File: config.mk
export PLATFORM = sky130hd
export DESIGN_NAME = multicycle_control
export DESIGN_NICKNAME = d
export VERILOG_FILES = /design/src/rtl/multicycle_control.sv
export SDC_FILE = /design/constraint.sdc
export NUM_CORES = 1
export LEC_CHECK = 0
export BUFFER_PORTS_ARGS = -buffer_cell sky130_fd_sc_hd__buf_2
export CAP_MARGIN = 20
export CORE_MARGIN = 4
export CORE_UTILIZATION = 53
export CTS_BUF_LIST = sky130_fd_sc_hd__clkbuf_16
export DETAILED_ROUTE_END_ITERATION = 10
export PLACE_DENSITY_LB_ADDON = 0.3
export SYNTH_ARGS = -nofsm -noshare
export SYNTH_HDL_FRONTEND = slang
export SYNTH_SLANG_ARGS = --single-unit
File: constraint.sdc
create_clock -name clk -period 2 [get_ports clk]
set_input_delay 0.3 -clock clk [delete_from_list [all_inputs] [get_ports clk]]
set_output_delay 0.3 -clock clk [all_outputs]
set_load 0.05 [all_outputs]
File: src/rtl/multicycle_control.sv
// Multicycle datapath controller: FETCH/DECODE/EXEC/MEM/WB sequencing with
// memory-wait timeout, illegal-opcode detection and a retired-instruction counter.
module multicycle_control #(
  parameter int unsigned TIMEOUT = 16,
  parameter bit          EN_IMM  = 1'b1,
  parameter bit          EN_JAL  = 1'b1,
  parameter int unsigned CNT_W   = 32
) (
  input  logic             clk,
  input  logic             rst_n,
  input  logic [6:0]       opcode,
  input  logic             Zero,
  input  logic             MemReady,
  output logic             MemRead,
  output logic             MemWrite,
  output logic             IorD,
  output logic             IRWrite,
  output logic             PCWrite,
  output logic             PCSrc,
  output logic             RegWrite,
  output logic             ALUSrcA,
  output logic [1:0]       ALUSrcB,
  output logic [1:0]       ALUOp,
  output logic [1:0]       MemtoReg,
  output logic             IllegalOp,
  output logic             Fault,
  output logic [2:0]       State,
  output logic [CNT_W-1:0] InstrCount
);

  localparam logic [2:0] S_FETCH  = 3'd0;
  localparam logic [2:0] S_DECODE = 3'd1;
  localparam logic [2:0] S_EXEC   = 3'd2;
  localparam logic [2:0] S_MEM    = 3'd3;
  localparam logic [2:0] S_WB     = 3'd4;
  localparam logic [2:0] S_FAULT  = 3'd7;

  localparam logic [6:0] OP_R   = 7'b0110011;
  localparam logic [6:0] OP_LD  = 7'b0000011;
  localparam logic [6:0] OP_ST  = 7'b0100011;
  localparam logic [6:0] OP_BR  = 7'b1100011;
  localparam logic [6:0] OP_IMM = 7'b0010011;
  localparam logic [6:0] OP_JAL = 7'b1101111;

  localparam int unsigned       WAIT_W   = (TIMEOUT > 1) ? $clog2(TIMEOUT) : 1;
  localparam logic [WAIT_W-1:0] WAIT_LIM = WAIT_W'((TIMEOUT > 0) ? TIMEOUT - 1 : 0);

  logic [2:0]        state_q, state_d;
  logic [6:0]        op_q, op_d;
  logic [WAIT_W-1:0] wait_q, wait_d;
  logic [CNT_W-1:0]  cnt_q, cnt_d;
  logic              legal, timed_out, retire, waiting;

  always_comb begin
    legal = 1'b0;
    case (opcode)
      OP_R, OP_LD, OP_ST, OP_BR: legal = 1'b1;
      OP_IMM:                    legal = EN_IMM;
      OP_JAL:                    legal = EN_JAL;
      default:                   legal = 1'b0;
    endcase
  end

  // MemReady is checked by the caller first, so a ready on the limit cycle wins.
  assign timed_out = (TIMEOUT != 0) && (wait_q == WAIT_LIM) && !MemReady;

  always_comb begin
    MemRead   = 1'b0;
    MemWrite  = 1'b0;
    IorD      = 1'b0;
    IRWrite   = 1'b0;
    PCWrite   = 1'b0;
    PCSrc     = 1'b0;
    RegWrite  = 1'b0;
    ALUSrcA   = 1'b0;
    ALUSrcB   = 2'b00;
    ALUOp     = 2'b00;
    MemtoReg  = 2'b00;
    IllegalOp = 1'b0;
    Fault     = 1'b0;
    state_d   = state_q;
    op_d      = op_q;
    retire    = 1'b0;
    waiting   = 1'b0;
    case (state_q)
      S_FETCH: begin
        MemRead = 1'b1;
        ALUSrcB = 2'b01;
        IRWrite = MemReady;
        PCWrite = MemReady;
        waiting = !MemReady;
        if (MemReady)       state_d = S_DECODE;
        else if (timed_out) state_d = S_FAULT;
      end
      S_DECODE: begin
        ALUSrcB = 2'b10;
        op_d    = opcode;
        if (legal) begin
          state_d = S_EXEC;
        end else begin
          IllegalOp = 1'b1;
          state_d   = S_FETCH;
        end
      end
      S_EXEC: begin
        state_d = S_FETCH;
        case (op_q)
          OP_R: begin
            ALUSrcA = 1'b1;
            ALUOp   = 2'b10;
            state_d = S_WB;
          end
          OP_IMM: begin
            ALUSrcA = 1'b1;
            ALUSrcB = 2'b10;
            ALUOp   = 2'b11;
            state_d = S_WB;
          end
          OP_LD, OP_ST: begin
            ALUSrcA = 1'b1;
            ALUSrcB = 2'b10;
            state_d = S_MEM;
          end
          OP_BR: begin
            ALUSrcA = 1'b1;
            ALUOp   = 2'b01;
            PCSrc   = 1'b1;
            PCWrite = Zero;
            retire  = 1'b1;
          end
          OP_JAL: begin
            PCSrc    = 1'b1;
            PCWrite  = 1'b1;
            RegWrite = 1'b1;
            MemtoReg = 2'b10;
            retire   = 1'b1;
          end
          default: state_d = S_FETCH;
        endcase
      end
      S_MEM: begin
        IorD    = 1'b1;
        waiting = !MemReady;
        if (op_q == OP_LD) MemRead  = 1'b1;
        else               MemWrite = 1'b1;
        if (MemReady) begin
          if (op_q == OP_LD) begin
            state_d = S_WB;
          end else begin
            state_d = S_FETCH;
            retire  = 1'b1;
          end
        end else if (timed_out) begin
          state_d = S_FAULT;
        end
      end
      S_WB: begin
        RegWrite = 1'b1;
        MemtoReg = (op_q == OP_LD) ? 2'b01 : 2'b00;
        state_d  = S_FETCH;
        retire   = 1'b1;
      end
      S_FAULT: Fault = 1'b1;
      default: state_d = S_FETCH;
    endcase
  end

  always_comb begin
    wait_d = wait_q;
    if (state_d != state_q) wait_d = '0;
    else if (waiting)       wait_d = wait_q + 1'b1;
    cnt_d = retire ? cnt_q + 1'b1 : cnt_q;
  end

  always_ff @(posedge clk or negedge rst_n) begin
    if (!rst_n) begin
      state_q <= S_FETCH;
      op_q    <= '0;
      wait_q  <= '0;
      cnt_q   <= '0;
    end else begin
      state_q <= state_d;
      op_q    <= op_d;
      wait_q  <= wait_d;
      cnt_q   <= cnt_d;
    end
  end

  assign State      = state_q;
  assign InstrCount = cnt_q;

endmodule

==> flow_metrics.py <==
metrics = {
    "status": {
        "status": "finished, violations left",
        "violations": "negative setup slack",
    },
    "placement": {
        "gp_congestion": 0.897,
        "hpwlAfterDp_microns": 4220,
        "placed_cell_area_sq_mm": 0.00303,
        "numPortBuffers": 61,
    },
    "yosys": {
        "ys_top_cells_by_area": "dfrtp_1 (46%), xor2_1 (9.9%), nor2_1 (3.8%)",
        "async_flop_share_pct": 100,
        "synth_edf_count": 0,
        "synth_seq_cells": 46,
        "synth.distinct_cells": 45,
        "syn_area_sq_mm": 0.00249,
        "syn_nets": 245,
        "ys_seq_area_share_pct": 46.3,
        "netlist_instances": 232,
        "ys_warn_count": 0,
        "synth_ff_type": "dfrtp_1",
        "synth_top_area_share_pct": 46.3,
        "synth_top_area_cell": "dfrtp_1",
        "syn_area_per_cell_sq_um": 10.7,
    },
    "critical_path": {
        "crit_path_max_incr_delay_ns": 0.42,
        "required_ns": 1.70,
        "cp_max_fo": 5,
        "crit_family": "simple AND/OR/NAND/NOR gates",
        "rr_worst_depth": 7,
        "cp-end-kind": "output port",
        "crit_path_cell_trace": "or3b_4 -> or3_4 -> o21ai_2 -> buf_6",
        "cpMaxStageDelayCell": "dfrtp_2",
        "crit_cells": 4,
        "path_class": "reg2out",
        "crit_arrival_ns": 1.81,
        "critPathBufInv": 1,
        "r2r_slack_ns": 0.04,
        "startpoint_type": "flop",
    },
    "grt": {
        "grt_pass1_vias": 2062,
        "grt_pass1_wl_microns": 9830,
        "grt_usage_pct": 20.7,
        "antenna_found_initial": 0,
        "grt_start_max_net_pins": 37,
        "grt_overflow_total": 0,
    },
    "timing": {
        "holdWs_ns": 0.0947,
        "worst_slew_pin_slew_ns": 0.796,
        "rsz0062_at_grt": "yes",
        "max_freq_mhz": 474,
        "fin_crit_sh_pct": 105,
        "drv_slew": 0,
        "period_needed_ns": 2.11,
        "layout_setup_ws_ns": -0.108,
        "clock_skew_ns": 0.00817,
        "hold_violations": 0,
        "setup_viol": 8,
        "tns_ns": -0.357,
        "slew_headroom_pct": 47.0,
    },
    "pwr": {
        "powerDensity_mw_per_mm2": 559,
        "p_leak_nw": 1.84,
        "p_comb_share_pct": 2.3,
        "internal_power_w": 0.00153,
        "switching_share_pct": 20.3,
        "ir_drop_uv": 467,
        "p_switching_w": 0.000390,
        "pwr-share-seq_pct": 48.5,
        "pwr-share-clk_pct": 49.2,
    },
    "clock_tree": {
        "ctsHoldBuffers": 0,
        "cts_sinks": 46,
        "insertion_delay_ns": 0.29,
        "cts_tree": "built",
        "cts_root_buf": "clkbuf_16",
        "clk_pin_slew_worst_paths_ns": 0.06,
        "clockBufferDepth": 2,
        "cts_buffers": 5,
        "h-tree-depth": 2,
    },
    "cells_and_area": {
        "final_util_pct": 77.3,
        "nets": 333,
        "area_delta_synth_final_pct": 38.1,
        "drive_gt1_share_pct": 48.3,
        "stdcell_area_sq_mm": 0.00344,
        "num_antenna_cells": 0,
    },
    "die": {
        "rows": 24,
        "num_io_pins": 62,
        "core_sq_mm": 0.00444,
        "die_x_microns": 76.5,
        "initial_utilization_pct": 56.0,
        "dieArea_sq_mm": 0.00585,
        "die_h_microns": 76.5,
    },
    "detailed_routing": {
        "drc": 0,
        "wl_per_cell_microns": 16.4,
        "dr.pass1.iters": 4,
        "viasPerCell": 5.54,
        "drt_iter0_drc": 121,
        "dr_total_vias": 2068,
        "wl_microns": 6120,
        "ant_nets": 0,
    },
    "min_path": {
        "hold_path_class": "in2async",
    },
    "run": {
        "cap_violations": 0,
    },
}
==> power by group through the flow <==
stage	sequential, W	clock (W)	combinational [W]
6_report	0.000932	0.000944	0.0000440
5_1_grt	0.000931	0.00101	0.0000513
4_1_cts	0.000932	0.000940	0.0000455
3_5_place_dp	0.000950	0	0.0000453
3_3_place_gp	0.000950	0	0.0000449
2_1_floorplan	0.000950	0	0.00000739
==> worst paths after layout <==
| path | endpoint | startpoint |
|---|---|---|
| min in group clk | op_q[4]$_DFFE_PN0P_ | opcode[4] |
| setup reg to reg | InstrCount[19]$_DFFE_PN0P_ | State[2]$_DFF_PN0_ |
| hold / removal | op_q[4]$_DFFE_PN0P_ | rst_n |
| setup / recovery | RegWrite | State[1]$_DFF_PN0_ |
| max in group asynchronous | InstrCount[30]$_DFFE_PN0P_ | rst_n |
| hold reg to reg | InstrCount[31]$_DFFE_PN0P_ | InstrCount[31]$_DFFE_PN0P_ |
==> per-stage QoR <==
| step | power, W | worst slack (ns) | instances |
|---|---|---|---|
| final | 0.00192 | -0.108 | 373 |
| after global routing | 0.00199 | -0.156 | 373 |
| after CTS | 0.00192 | -0.0959 | 368 |
| after detailed placement | 0.000995 | 0.00593 | 356 |
| after global placement | 0.000994 | 0.0489 | 356 |
| after floorplan | 0.000957 | -0.485 | 232 |
==> synth_stat cells, types with 2 or more instances <==
| library cell | instances |
|---|---|
| a211oi_1 | 2 |
| a21o_1 | 2 |
| a21oi_1 | 2 |
| a31oi_1 | 2 |
| and2_1 | 2 |
| and3_1 | 4 |
| buf_6 | 2 |
| clkbuf_1 | 2 |
| dfrtp_1 | 46 |
| ha_1 | 2 |
| inv_1 | 5 |
| mux2_2 | 8 |
| nand2_1 | 19 |
| nand2b_1 | 9 |
| nand3_1 | 10 |
| nand3b_1 | 2 |
| nand4_1 | 5 |
| nor2_1 | 25 |
| nor3_1 | 5 |
| nor3_2 | 5 |
| nor3b_1 | 2 |
| nor3b_2 | 5 |
| nor4_4 | 2 |
| nor4b_2 | 2 |
| o21ai_0 | 7 |
| or3_1 | 2 |
| xnor2_1 | 8 |
| xor2_1 | 28 |
==> registers in the layout, summed over array words and instances, names as in the netlist <==
| name | cells |
|---|---|
| InstrCount | 32 |
| op_q | 7 |
| wait_q | 4 |
| State | 3 |
==> per-layer routing <==
layer	global-route usage, %	wire (microns)	vias to the layer above
met3	4.37	312	14
met2	33.4	2990	57
met4	7.97	146	0
met1	27.3	2670	1017
li1	-	-	980
met5	0	0	-
==> placed cells by master, fill, tap and decap left out, types with 2 or more instances in the layout <==
cell type / n
xnor2_1: 8
nand3_1: 10
dfrtp_1: 36
clkinvlp_4: 2
buf_4: 22
buf_6: 6
ha_1: 2
xor2_1: 27
buf_2: 51
clkbuf_4: 3
dfrtp_2: 10
inv_1: 5
nand2b_1: 7
o21ai_0: 4
nor3_2: 6
a211oi_1: 2
nor3b_4: 3
mux2_2: 8
nor3_4: 3
clkbuf_16: 5
nand4_1: 5
nand2_1: 19
nor3b_2: 3
nand3b_1: 2
nor2_1: 22
nand2b_4: 2
and3_1: 4
o21ai_2: 3
nor4b_2: 2
nor2_2: 2
or3_4: 2
a21oi_2: 3
buf_8: 3
nor4_4: 2
==> cell families after synthesis <==
family,after synthesis,synth area share (%)
simple gates,107,27.3
flops,46,46.3
xor+xnor,36,12.7
compound gates,22,6.44
buf+inv,10,2.26
mux,9,4.02
fa+ha+maj,2,1.01
==> layout make-up <==
| type | count | area, sq um |
|---|---|---|
| Multi-Input combinational cell | 176 | 1440 |
| Sequential cell | 46 | 1160 |
| Fill cell | 288 | 1010 |
| Timing Repair Buffer | 86 | 576 |
| Clock buffer | 5 | 125 |
| Tap cell | 52 | 65.1 |
| Clock inverter | 3 | 41.3 |
| Inverter | 5 | 22.5 |
==> what timing repair did <==
item	CTS	global route
resized for setup	18	23
gates cloned	0	1
buffers inserted	4	4
endpoints found under the setup margin	8	37
pin swaps	5	11
Power figures use the tool's default switching activity.
